File: src/rtl/urng_stream.sv
// urng_stream: uniform random-number source for the Monte Carlo Hawkes
// simulator. A 23-bit maximal-length LFSR (x^23 + x^18 + 1) advances 8 steps
// per clock. Loading a seed discards WARMUP advances. After that, 8-bit
// samples stream out through a 2-entry FIFO with a valid/ready handshake.
//
// Ports:
//   clk    in   system clock, rising edge
//   rst_n  in   asynchronous active-low reset
//   load   in   single-cycle strobe: capture seed, restart the stream
//   seed   in   23-bit run seed (zero is replaced by 23'h000001)
//   u      out  8-bit uniform sample (u/256), head of the FIFO
//   valid  out  FIFO head holds a sample
//   ready  in   consumer accepts u on an edge with valid & ready
//   busy   out  high while warming up
//   count  out  samples accepted since the last load, saturating at FFFF
//
// Parameter WARMUP (0..255): number of discarded 8-step advances after load.
module urng_stream #(
  parameter int unsigned WARMUP = 32
) (
  input  logic        clk,
  input  logic        rst_n,
  input  logic        load,
  input  logic [22:0] seed,
  output logic [7:0]  u,
  output logic        valid,
  input  logic        ready,
  output logic        busy,
  output logic [15:0] count
);

  typedef enum logic [1:0] {
    IDLE,
    WARM,
    RUN
  } state_e;

  // Index of the final warm-up advance. It is unused when WARMUP is 0,
  // because load then goes straight to RUN.
  localparam logic [7:0] WARM_LAST = (WARMUP == 0) ? 8'd0 : 8'(WARMUP - 1);

  state_e      state_q, state_d;
  logic [22:0] lfsr_q, lfsr_d;
  logic [7:0]  warm_q, warm_d;
  logic [7:0]  buf0_q, buf0_d;  // head entry, drives u
  logic [7:0]  buf1_q, buf1_d;
  logic [1:0]  occ_q, occ_d;
  logic [15:0] count_q, count_d;
  logic        busy_q, busy_d;
  logic        valid_q, valid_d;

  logic [22:0] lfsr_next;
  logic [7:0]  sample;
  logic        pop;
  logic        push;

  // Eight unrolled Fibonacci steps. The oldest of the eight new bits ends
  // up in bit 7.
  function automatic logic [22:0] advance(input logic [22:0] s);
    logic [22:0] t;
    t = s;
    for (int unsigned i = 0; i < 8; i++) begin
      t = {t[21:0], t[22] ^ t[17]};
    end
    return t;
  endfunction

  always_comb begin
    state_d   = state_q;
    lfsr_d    = lfsr_q;
    warm_d    = warm_q;
    buf0_d    = buf0_q;
    buf1_d    = buf1_q;
    occ_d     = occ_q;
    count_d   = count_q;
    push      = 1'b0;

    lfsr_next = advance(lfsr_q);
    sample    = lfsr_next[7:0];
    pop       = (occ_q != 2'd0) && ready;

    if (load) begin
      // Load wins over any push or pop on the same edge. A sample being
      // offered is dropped and is not counted.
      state_d = (WARMUP == 0) ? RUN : WARM;
      lfsr_d  = (seed == 23'd0) ? 23'h000001 : seed;
      warm_d  = '0;
      buf0_d  = '0;
      buf1_d  = '0;
      occ_d   = '0;
      count_d = '0;
    end else begin
      unique case (state_q)
        IDLE: ;
        WARM: begin
          lfsr_d = lfsr_next;
          warm_d = warm_q + 8'd1;
          if (warm_q == WARM_LAST) begin
            state_d = RUN;
          end
        end
        RUN: begin
          // The LFSR advances only when a push happens. This keeps the
          // sample sequence independent of consumer stalls.
          push = (occ_q != 2'd2) || pop;
          if (push) begin
            lfsr_d = lfsr_next;
          end
        end
        default: state_d = IDLE;
      endcase

      unique case ({push, pop})
        2'b10: begin
          if (occ_q == 2'd0) begin
            buf0_d = sample;
          end else begin
            buf1_d = sample;
          end
          occ_d = occ_q + 2'd1;
        end
        2'b01: begin
          buf0_d = buf1_q;
          occ_d  = occ_q - 2'd1;
        end
        2'b11: begin
          if (occ_q == 2'd1) begin
            buf0_d = sample;
          end else begin
            buf0_d = buf1_q;
            buf1_d = sample;
          end
        end
        default: ;
      endcase

      if (pop && (count_q != 16'hFFFF)) begin
        count_d = count_q + 16'd1;
      end
    end

    busy_d  = (state_d == WARM);
    valid_d = (occ_d != 2'd0);
  end

  always_ff @(posedge clk or negedge rst_n) begin
    if (!rst_n) begin
      state_q <= IDLE;
      lfsr_q  <= 23'h000001;
      warm_q  <= '0;
      buf0_q  <= '0;
      buf1_q  <= '0;
      occ_q   <= '0;
      count_q <= '0;
      busy_q  <= 1'b0;
      valid_q <= 1'b0;
    end else begin
      state_q <= state_d;
      lfsr_q  <= lfsr_d;
      warm_q  <= warm_d;
      buf0_q  <= buf0_d;
      buf1_q  <= buf1_d;
      occ_q   <= occ_d;
      count_q <= count_d;
      busy_q  <= busy_d;
      valid_q <= valid_d;
    end
  end

  assign u     = buf0_q;
  assign valid = valid_q;
  assign busy  = busy_q;
  assign count = count_q;

endmodule

File: config.mk
export PLATFORM = sky130hd
export DESIGN_NAME = urng_stream
export DESIGN_NICKNAME = d
export VERILOG_FILES = /design/src/rtl/urng_stream.sv
export SDC_FILE = /design/constraint.sdc
export NUM_CORES = 1
export LEC_CHECK = 0
export ABC_AREA = 1
export CORE_MARGIN = 2
export CORE_UTILIZATION = 59
export CTS_CLUSTER_DIAMETER = 80
export DETAILED_ROUTE_END_ITERATION = 16
export PLACE_DENSITY = 0.85
export SETUP_SLACK_MARGIN = 0.02
export SLEW_MARGIN = 10
export SYNTH_ARGS = -nofsm -noshare
export SYNTH_HDL_FRONTEND = slang
export SYNTH_SLANG_ARGS = --single-unit
File: constraint.sdc
create_clock -name clk -period 2.4 [get_ports clk]
set_input_delay 0.36 -clock clk [delete_from_list [all_inputs] [get_ports clk]]
set_output_delay 0.36 -clock clk [all_outputs]
set_load 0.05 [all_outputs]
==> impl_metrics.env, run 1 <==
export IMPL_cp_end_kind="output port"
export IMPL_pin_count_of_the_biggest_net_entering_global_routing=38
export IMPL_synth_cell_types=28
export IMPL_startpoint="count[3]"
export IMPL_synth_area_leaders="sky130_fd_sc_hd__dfrtp_1, sky130_fd_sc_hd__nand2_1, sky130_fd_sc_hd__nor2_1"
export IMPL_fin_nets=587
export IMPL_post_synth_xor_area_fraction_pct=2.812
export IMPL_critPathTopFamily="buffers and inverters"
export IMPL_dominant_combinational_cell_family_by_area_after_synthesis="simple AND/OR/NAND/NOR gates"
export IMPL_sequence_of_cells_on_the_critical_path="clkdlybuf4s50_1"
export IMPL_final_setup_violation_count=0
export IMPL_cts_root_to_sink_buffers=2
export IMPL_drt_first_iter_violations=330
export IMPL_power_leakage_nw=2.030
export IMPL_place_area_mm2=0.004327
export IMPL_number_of_antenna_violations_at_the_first_check_in_global_routing=0
export IMPL_post_synth_instance_area_mm2=0.003737
export IMPL_dp_hpwl_mm=6.429
export IMPL_worstSetupPathType="reg2out"
export IMPL_crit_path_top_delay_cell="sky130_fd_sc_hd__clkdlybuf4s50_1"
export IMPL_synth_ff_type="sky130_fd_sc_hd__dfrtp_1"
export IMPL_core_area_mm2=0.006026
export IMPL_slew_viol_final=0
export IMPL_synth_async_sr_flop_share_pct=100.0
export IMPL_post_route_cells_drive_above_1_share_pct=6.104
export IMPL_first_global_vias=3402
export IMPL_worst_ep_arrival_time_ns=1.67
export IMPL_syn_avg_cell_area_um2=7.460
export IMPL_synth_edff_count=0
export IMPL_floorplan_initialDensity_pct=62.02
export IMPL_cts_clk_slew_worst_paths_ns=0.07
export IMPL_post_cts_setup_buffer_count=0
export IMPL_cts_sinks=69
export IMPL_synthMuxAreaShare_pct=0
export IMPL_yosys_area_share_adder_pct=1.674
export IMPL_top_usage_layer="met2"
export IMPL_clock_insertion_delay_worst_skew_ns=0.34
export IMPL_io_buffers=52
export IMPL_yosysWarningCount=0
export IMPL_dieWidth_um=83.59
export IMPL_synth_top_area_cell="sky130_fd_sc_hd__dfrtp_1"
export IMPL_design_area_mm2=0.004481
export IMPL_htree_levels=3
export IMPL_tns_ns=0
export IMPL_cts_root_buffer="sky130_fd_sc_hd__clkbuf_8"
export IMPL_timing_critical_path_slowest_cell_delay_ns=0.85
export IMPL_cts_repair_resized=0
export IMPL_ys_top_cells_by_count="sky130_fd_sc_hd__nand2_1, sky130_fd_sc_hd__nor2_1, sky130_fd_sc_hd__dfrtp_1"
export IMPL_row_count=28
export IMPL_synth_largest_type_area_fraction_pct=45.53
export IMPL_syn_nets=533
export IMPL_timing_worst_slew_pin_value_ns=0.7752
export IMPL_period_needed_ns=2.031
export IMPL_worst_endpoint_required_ns=2.04
export IMPL_final_worst_path_cycle_share_pct=84.63
export IMPL_routed_vias=3529
export IMPL_maxCapViolCount=0
export IMPL_rr_worst_depth=7
export IMPL_place_gp_congestion=0.9455
export IMPL_rsz_0062_raised_after_global_routing="false"
export IMPL_post_drt_wl_per_cell_um=14.09
export IMPL_global_route_usage_met3_pct=4.055
export IMPL_cp_num_buf_inv=1
export IMPL_design_die_area_mm2=0.006987
export IMPL_vdd_ir_drop_worst_mv=0.6203
export IMPL_groute_layer_met1_usage_pct=38.23
export IMPL_yosysSeqAreaShare_pct=46.23
export IMPL_clock_skew_ns=0.009773
export IMPL_slew_headroom_pct=48.32
export IMPL_reg2reg_to="count[4]"
export IMPL_yosys_area_share_simple_pct=31.50
export IMPL_tritoncts_clock_tree="built"
export IMPL_synth_compound_area_share_pct=11.68
export IMPL_antenna_cells=0
export IMPL_die_h_um=83.59
export IMPL_area_growth_pct=19.89
export IMPL_cp_start_kind="flop"
export IMPL_avgViaCountPerCell=5.584
export IMPL_detailedRoute_firstPassIterationCount=5
export IMPL_final_hold_vio_count=0
export IMPL_timing_fmax_mhz=492.4
export IMPL_worst_r2r_startpoint="count[0]"
export IMPL_cts_hold_fix_buffers=0
export IMPL_netlist_instances=501
export IMPL_yosys_register_bits=69
export IMPL_final_core_area_utilization_pct=74.36
export IMPL_drcViolationCount=0
export IMPL_grt_util_met2_pct=42.55
export IMPL_global_route_wire_length_before_repair_mm=15.43
export IMPL_detail_route_antenna_nets=0
export IMPL_num_cts_buffers=9
export IMPL_boundaryPins=53
export IMPL_worst_hold_class="in2async"
export IMPL_groute_usage_overall_pct=27.02
export IMPL_ratio_of_total_power_to_cell_area_mw_per_mm2=668.8
export IMPL_cell_with_the_most_instances_after_synthesis="sky130_fd_sc_hd__nand2_1"
export IMPL_worst_path_max_fanout=7
export IMPL_run_status="complete, no violations"
export IMPL_grt_overflow_total=0
export IMPL_reg2reg_setup_slack_ns=0.41
export IMPL_wl_mm=8.908
-- kinds of logic after synthesis --
kind of cell	count (synthesis)
and+or+nand+nor	278
DFF	69
buffers and inverters	54
adders and majority gates	5
xor gates and xnor gates	12
AOI/OAI and AO/OA	83
-- sequential cells by signal (all words and copies together), names as in the netlist --
register and flops:
lfsr_q 23, count 16, buf1_q 8, u 8, warm_q 8, occ_q 2, state_q 2, busy 1
valid 1
-- worst max path at each step --
stage                endpoint  slack (ns)  depth (start not counted)
floorplan           count[11]        0.47                         10
global placement         u[1]        0.37                          7
detailed placement       u[1]        0.36                          7
CTS                  count[3]        0.37                          1
global route         count[4]        0.26                          7
finish               count[3]        0.37                          1
-- metrics by stage --
stage,hold slack (ns),power [mW],cells,setup slack (ns)
3_3_place_gp,0.4648,2.195,619,0.3730
3_5_place_dp,0.4688,2.215,619,0.3622
4_1_cts,0.1096,3.001,632,0.3747
5_1_grt,0.1516,3.156,632,0.2606
6_report,0.08778,2.997,632,0.3690
2_1_floorplan,0.06441,1.934,501,0.4724
-- where the power goes --
part	total (mW)	switching [mW]	internal (mW)
clock	0.794	0.409	0.385
combinational	0.822	0.536	0.287
sequential	1.38	0.0864	1.29
total	3.00	1.03	1.97
-- per-layer routing --
metal | vias to the layer above | wire (um)
li1 | 1724 | -
met1 | 1622 | 3972
met2 | 160 | 4139
met3 | 23 | 633
met4 | 0 | 163
met5 | - | 0
-- cell type report --
type	count	area (um^2)
timing repair buffer	59	580.6
multi-input combinational	378	1782
clock buffer	11	141.4
fill	503	1545
sequential	69	1728
inverter	38	142.6
tap	75	93.84
clock inverter	2	12.51
-- cell usage in the layout (no fill, tap or decap) --
cell type                         instances
sky130_fd_sc_hd__dfstp_2                  1
sky130_fd_sc_hd__clkinvlp_4               1
sky130_fd_sc_hd__clkbuf_8                10
sky130_fd_sc_hd__dfrtp_1                 68
sky130_fd_sc_hd__nand3_1                 24
sky130_fd_sc_hd__nor3_1                   7
sky130_fd_sc_hd__clkdlybuf4s50_1         51
sky130_fd_sc_hd__ha_1                     5
sky130_fd_sc_hd__nor2_8                   1
sky130_fd_sc_hd__a21oi_1                 41
sky130_fd_sc_hd__clkinv_2                 1
sky130_fd_sc_hd__nand4_1                 10
sky130_fd_sc_hd__inv_1                   35
sky130_fd_sc_hd__and2_1                   6
sky130_fd_sc_hd__xor2_1                  10
sky130_fd_sc_hd__clkbuf_1                 1
sky130_fd_sc_hd__o21bai_1                 6
sky130_fd_sc_hd__nor2_1                  75
sky130_fd_sc_hd__nor4_1                   1
sky130_fd_sc_hd__a31oi_1                  5
sky130_fd_sc_hd__inv_2                    3
sky130_fd_sc_hd__o21ai_1                  1
sky130_fd_sc_hd__nand2_1                145
sky130_fd_sc_hd__buf_12                   1
sky130_fd_sc_hd__nor3_2                   1
sky130_fd_sc_hd__buf_2                    1
sky130_fd_sc_hd__o21ai_0                 30
sky130_fd_sc_hd__buf_4                    6
sky130_fd_sc_hd__xnor2_1                  2
sky130_fd_sc_hd__nor2_2                   2
sky130_fd_sc_hd__nor2_4                   2
sky130_fd_sc_hd__nand2_2                  4
Power figures use the tool's default switching activity.
==> run 2, diff against run 1 <==
- CORE_UTILIZATION: 59 -> 55
- PLACE_DENSITY: 0.85 -> 0.8
- clock period: 2.4 -> 1.96 ns (I/O delays scaled with it)
==> run 2 against run 1 <==
Net effect:
- register-to-register slack got worse by 0.21 ns
- global-route usage fell by 2.1 points
- critical path depth did not move
- hold slack improved by 0.32 ns
- worst setup slack got worse by 0.31 ns
- clock-buffer cell count did not move
- clock skew rose by 0.0012 ns
- cell count rose by 2.4%
- core utilization fell by 4.8 points
- total power rose by 36%
- sequential share of layout area fell by 1.4 points
- critical endpoint is now count[9]
==> impl_metrics.env, run 2 (synthesized netlist as in run 1, its figures left out) <==
export IMPL_cp_end_kind="output port"
export IMPL_post_route_cells_drive_above_1_share_pct=7.937
export IMPL_htree_levels=3
export IMPL_post_drt_wl_per_cell_um=13.57
export IMPL_global_route_wire_length_before_repair_mm=14.89
export IMPL_worst_path_max_fanout=6
export IMPL_final_hold_vio_count=0
export IMPL_sequence_of_cells_on_the_critical_path="clkdlybuf4s50_1"
export IMPL_rr_worst_depth=9
export IMPL_worst_ep_arrival_time_ns=1.61
export IMPL_die_h_um=86.43
export IMPL_boundaryPins=53
export IMPL_cts_sinks=69
export IMPL_clock_insertion_delay_worst_skew_ns=0.34
export IMPL_tritoncts_clock_tree="built"
export IMPL_final_worst_path_cycle_share_pct=97.17
export IMPL_power_total_mw=4.073
export IMPL_io_buffers=52
export IMPL_crit_path_top_delay_cell="sky130_fd_sc_hd__clkdlybuf4s50_1"
export IMPL_detailedRoute_firstPassIterationCount=5
export IMPL_most_common_cell_after_layout_fill_and_taps_aside="sky130_fd_sc_hd__nand2_1"
export IMPL_cts_clk_slew_worst_paths_ns=0.08
export IMPL_tns_ns=0
export IMPL_timing_fmax_mhz=525.1
export IMPL_row_count=30
export IMPL_slew_headroom_pct=65.18
export IMPL_post_cts_setup_buffer_count=0
export IMPL_floorplan_initialDensity_pct=55.94
export IMPL_detail_route_antenna_nets=0
export IMPL_power_leakage_nw=2.245
export IMPL_rsz_0062_raised_after_global_routing="false"
export IMPL_worst_hold_class="in2async"
export IMPL_pin_count_of_the_biggest_net_entering_global_routing=50
export IMPL_area_growth_pct=24.27
export IMPL_number_of_flip_flops_in_the_largest_register=23
export IMPL_antenna_cells=0
export IMPL_num_cts_buffers=9
export IMPL_critPathTopFamily="buffers and inverters"
export IMPL_clock_skew_ns=0.01097
export IMPL_dp_hpwl_mm=6.167
export IMPL_worstSetupPathType="reg2out"
export IMPL_grt_overflow_total=0
export IMPL_worst_endpoint_required_ns=1.67
export IMPL_routed_vias=3466
export IMPL_run_status="complete, no violations"
export IMPL_cp_num_buf_inv=1
export IMPL_avgViaCountPerCell=5.357
export IMPL_cts_root_to_sink_buffers=2
export IMPL_core_area_mm2=0.006681
export IMPL_final_setup_violation_count=0
export IMPL_whs_ns=0.4088
export IMPL_period_needed_ns=1.904
export IMPL_dieWidth_um=86.43
export IMPL_groute_usage_overall_pct=24.89
export IMPL_most_common_layout_cells="sky130_fd_sc_hd__nand2_1, sky130_fd_sc_hd__nor2_1, sky130_fd_sc_hd__dfrtp_1, sky130_fd_sc_hd__a21oi_1, sky130_fd_sc_hd__clkdlybuf4s50_1"
export IMPL_drt_first_iter_violations=270
export IMPL_timing_worst_slew_pin_value_ns=0.5214
export IMPL_number_of_antenna_violations_at_the_first_check_in_global_routing=0
export IMPL_first_global_vias=3217
export IMPL_pre_cts_ws_ns=0.1028
export IMPL_registers_top_by_ff_count="lfsr_q"
export IMPL_slew_viol_final=0
export IMPL_maxCapViolCount=0
export IMPL_vdd_ir_drop_worst_mv=0.4795
export IMPL_place_gp_congestion=0.9161
export IMPL_final_core_area_utilization_pct=69.51
export IMPL_wl_mm=8.778
export IMPL_timing_critical_path_slowest_cell_delay_ns=0.84
export IMPL_filler_cells_inserted=571
export IMPL_cp_start_kind="flop"
export IMPL_fin_nets=594
export IMPL_worstSetupPathDepth=1
export IMPL_design_die_area_mm2=0.007470
export IMPL_cts_root_buffer="sky130_fd_sc_hd__clkbuf_8"
export IMPL_ratio_of_total_power_to_cell_area_mw_per_mm2=877.0
export IMPL_fin_ws_ns=0.05556
export IMPL_drcViolationCount=0
run 2: cell count changes in the layout (fill, tap and decap cells not counted), moves of 2 or more:
cell and delta:
sky130_fd_sc_hd__clkdlybuf4s50_1 -11, sky130_fd_sc_hd__dlymetal6s2s_1 +6, sky130_fd_sc_hd__buf_4 +5, sky130_fd_sc_hd__dlygate4sd2_1 +5
sky130_fd_sc_hd__bufinv_16 +2
run 2: cell type report:
type / count / area, um^2 / share of cell area, %
Multi-Input combinational cell: 378 / 1784 / 38.42
Timing Repair Buffer: 66 / 656.9 / 14.14
Tap cell: 80 / 100.1 / 2.155
Clock buffer: 11 / 151.4 / 3.260
Sequential cell: 69 / 1728 / 37.20
Clock inverter: 5 / 81.33 / 1.751
Inverter: 38 / 142.6 / 3.071
run 2: worst paths after layout:
kind / startpoint / endpoint / slack [ns]
setup / recovery: count[9] / count[9] / 0.06
hold / removal: rst_n / count[12] / 0.41
setup reg to reg: occ_q[0] / buf1_q[1] / 0.20
hold reg to reg: u[4] / u[4] / 0.48
min in group clk: u[4] / u[4] / 0.48
max in group asynchronous: rst_n / lfsr_q[0] / 0.98
run 2: power by group:
group / switching (mW) / total (mW) / internal [mW]
logic: 0.677 / 1.06 / 0.380
registers: 0.0922 / 1.68 / 1.58
clock network: 0.552 / 1.34 / 0.789
run 2: worst reg2reg max path: cells and delay by family, from the launching register on:
kind / cells / cell delay, ns
buffers and inverters: 2 / 0.18
flip-flops: 1 / 0.40
AND/OR/NAND/NOR: 5 / 0.79
adder cells (fa/ha/maj): 1 / 0.20
AO/OA/AOI/OAI: 1 / 0.08
run 2: per-layer routing:
layer,GRT usage [%],part of all wire (%),up-vias
li1,-,-,1739
met1,35.75,46,1590
met3,3.333,6.2,12
met5,0,0,-
met2,39.02,47,125
met4,8.665,1.5,0
run 2: metrics by stage:
step	instance area [um^2]	cells
detailed placement	4390	630
global placement	4390	630
CTS	4627	647
finish	4644	647
global route	4644	647
floorplan	3737	501
run 2: repair_timing:
item	CTS	global route
hold endpoints to repair	13	0
setup endpoints to repair	5	14
resized for setup	5	8
hold buffers	1	0
==> run 3, diff against run 2 <==
- CTS_CLUSTER_DIAMETER: 80 -> 200
- RECOVER_POWER: default -> 50
==> run 3 against run 2 <==
Net effect:
- clock-buffer cell count did not move
- non-clock buffer count did not move
- register-to-register slack barely moved
- core utilization fell by 0.94 points
- sequential share of layout area rose by 0.51 points
- sequential cell count did not move
- total power barely moved
- clock skew fell by 0.00069 ns
- die area did not move
- combinational power barely moved
- worst setup slack got worse by 0.018 ns
- clock power barely moved
- critical path type unchanged
- critical endpoint unchanged
- highest routed layer unchanged
==> impl_metrics.env, run 3 (synthesized netlist as in run 1, its figures left out) <==
export IMPL_maxCapViolCount=0
export IMPL_grt_overflow_total=0
export IMPL_htree_levels=3
export IMPL_core_area_mm2=0.006681
export IMPL_most_common_layout_cells="sky130_fd_sc_hd__nand2_1, sky130_fd_sc_hd__nor2_1, sky130_fd_sc_hd__dfrtp_1, sky130_fd_sc_hd__a21oi_1, sky130_fd_sc_hd__clkdlybuf4s50_1"
export IMPL_drcViolationCount=0
export IMPL_seq_area_mm2=0.001728
export IMPL_pin_count_of_the_biggest_net_entering_global_routing=50
export IMPL_timing_fmax_mhz=520.2
export IMPL_multi_input_comb_area_mm2=0.001784
export IMPL_design_die_area_mm2=0.007470
export IMPL_ratio_of_total_power_to_cell_area_mw_per_mm2=889.1
export IMPL_detailedRoute_firstPassIterationCount=5
export IMPL_cts_sinks=69
export IMPL_floorplan_initialDensity_pct=55.94
export IMPL_cts_root_buffer="sky130_fd_sc_hd__clkbuf_8"
export IMPL_worst_ep_arrival_time_ns=1.63
export IMPL_final_worst_path_cycle_share_pct=98.07
export IMPL_worstSetupPathType="reg2out"
export IMPL_filler_cells_inserted=581
export IMPL_first_global_vias=3217
export IMPL_die_h_um=86.43
export IMPL_place_area_mm2=0.004390
export IMPL_dp_hpwl_mm=6.167
export IMPL_post_route_cells_drive_above_1_share_pct=7.584
export IMPL_worst_endpoint_required_ns=1.67
export IMPL_slew_viol_final=0
export IMPL_boundaryPins=53
export IMPL_design_area_mm2=0.004582
export IMPL_antenna_cells=0
export IMPL_wl_mm=8.793
export IMPL_fin_nets=594
export IMPL_critPathTopFamily="buffers and inverters"
export IMPL_cp_start_kind="flop"
export IMPL_number_of_flip_flops_in_the_largest_register=23
export IMPL_power_leakage_nw=2.134
export IMPL_final_setup_violation_count=0
export IMPL_routed_vias=3469
export IMPL_run_status="complete, no violations"
export IMPL_vdd_ir_drop_worst_mv=0.4756
export IMPL_tns_ns=0
export IMPL_slew_headroom_pct=42.29
export IMPL_global_route_wire_length_before_repair_mm=14.89
export IMPL_worst_hold_class="reg2reg"
export IMPL_registers_top_by_ff_count="lfsr_q"
export IMPL_area_growth_pct=22.60
export IMPL_cp_end_kind="output port"
export IMPL_groute_usage_overall_pct=24.89
export IMPL_cts_clk_slew_worst_paths_ns=0.07
export IMPL_tritoncts_clock_tree="built"
export IMPL_most_common_cell_after_layout_fill_and_taps_aside="sky130_fd_sc_hd__nand2_1"
export IMPL_cp_num_buf_inv=1
export IMPL_sequence_of_cells_on_the_critical_path="clkdlybuf4s50_1"
export IMPL_avgViaCountPerCell=5.362
export IMPL_timing_worst_slew_pin_value_ns=0.8656
export IMPL_number_of_antenna_violations_at_the_first_check_in_global_routing=0
export IMPL_worst_path_max_fanout=6
export IMPL_clock_insertion_delay_worst_skew_ns=0.34
export IMPL_dieWidth_um=86.43
export IMPL_crit_path_top_delay_cell="sky130_fd_sc_hd__clkdlybuf4s50_1"
export IMPL_num_cts_buffers=9
export IMPL_post_cts_setup_buffer_count=0
export IMPL_place_gp_congestion=0.9161
export IMPL_io_buffers=52
export IMPL_rsz_0062_raised_after_global_routing="false"
export IMPL_final_hold_vio_count=0
export IMPL_period_needed_ns=1.922
export IMPL_drt_first_iter_violations=261
export IMPL_timing_critical_path_slowest_cell_delay_ns=0.84
export IMPL_clock_skew_ns=0.01028
export IMPL_detail_route_antenna_nets=0
export IMPL_post_drt_wl_per_cell_um=13.59
export IMPL_cts_root_to_sink_buffers=2
export IMPL_row_count=30
## run 3: cell count changes in the layout (fill, tap and decap cells not counted), sizes merged
cell / change
buf: -4
clkbuf: +9
dlymetal6s2s: -5
## run 3: area by class of cell
type                       instances  share of cell area (%)
tap                               80                   2.185
inverter                          38                   3.113
clock inverter                     5                   1.775
timing repair buffer              66                   12.97
sequential                        69                   37.71
multi-input combinational        378                   38.94
clock buffer                      11                   3.304
## run 3: metrics by stage
stage	power (mW)	utilization [%]	hold WS (ns)	setup WS (ns)	instances
global route	4.265	68.58	0.5013	0.02221	647
global placement	2.719	65.71	0.2424	0.1268	630
detailed placement	2.748	65.71	0.2419	0.1028	630
finish	4.074	68.58	0.4762	0.03774	647
floorplan	2.368	-	-0.001591	0.03239	501
CTS	4.091	69.25	0.4144	0.02580	647
## run 3: final timing paths
kind                           from         to  slack (ns)  cells after the start
min                            u[4]       u[4]        0.48                      2
min in group asynchronous     rst_n  count[12]        0.57                      2
max reg2reg                occ_q[0]  buf1_q[1]        0.20                      9
max in group asynchronous     rst_n  buf1_q[6]        0.36                      3
min reg2reg                    u[4]       u[4]        0.48                      2
max                        count[9]   count[9]        0.04                      1
## run 3: tightest hold or removal path, stage by stage (launching register included)
cell,delay (ns)
sky130_fd_sc_hd__dfrtp_1,0.34
sky130_fd_sc_hd__nand2_1,0.05
sky130_fd_sc_hd__nand2_1,0.05
## run 3: power by group
group / leakage, nW / total (mW) / internal, mW / switching [mW]
Clock: 0.116 / 1.35 / 0.789 / 0.557
Combinational: 1.13 / 1.05 / 0.376 / 0.676
Sequential: 0.889 / 1.68 / 1.58 / 0.0924
Total: 2.13 / 4.07 / 2.75 / 1.33
## run 3: repair_timing
action / in CTS / in global routing
gates cloned: 0 / 0
endpoints found under the hold margin: 13 / 0
hold buffers: 1 / 0
setup endpoints to repair: 5 / 14
pin swaps: 0 / 0
resized for setup: 5 / 8
## run 3: metal layers
| metal | vias to the layer above | share of wire, % | track usage, % | wire length (um) |
|---|---|---|---|---|
| li1 | 1737 | - | - | - |
| met1 | 1607 | 46 | 35.75 | 4053 |
| met2 | 113 | 47 | 39.02 | 4112 |
| met3 | 12 | 5.6 | 3.333 | 496 |
| met4 | 0 | 1.5 | 8.665 | 130 |
| met5 | - | 0 | 0 | 0 |
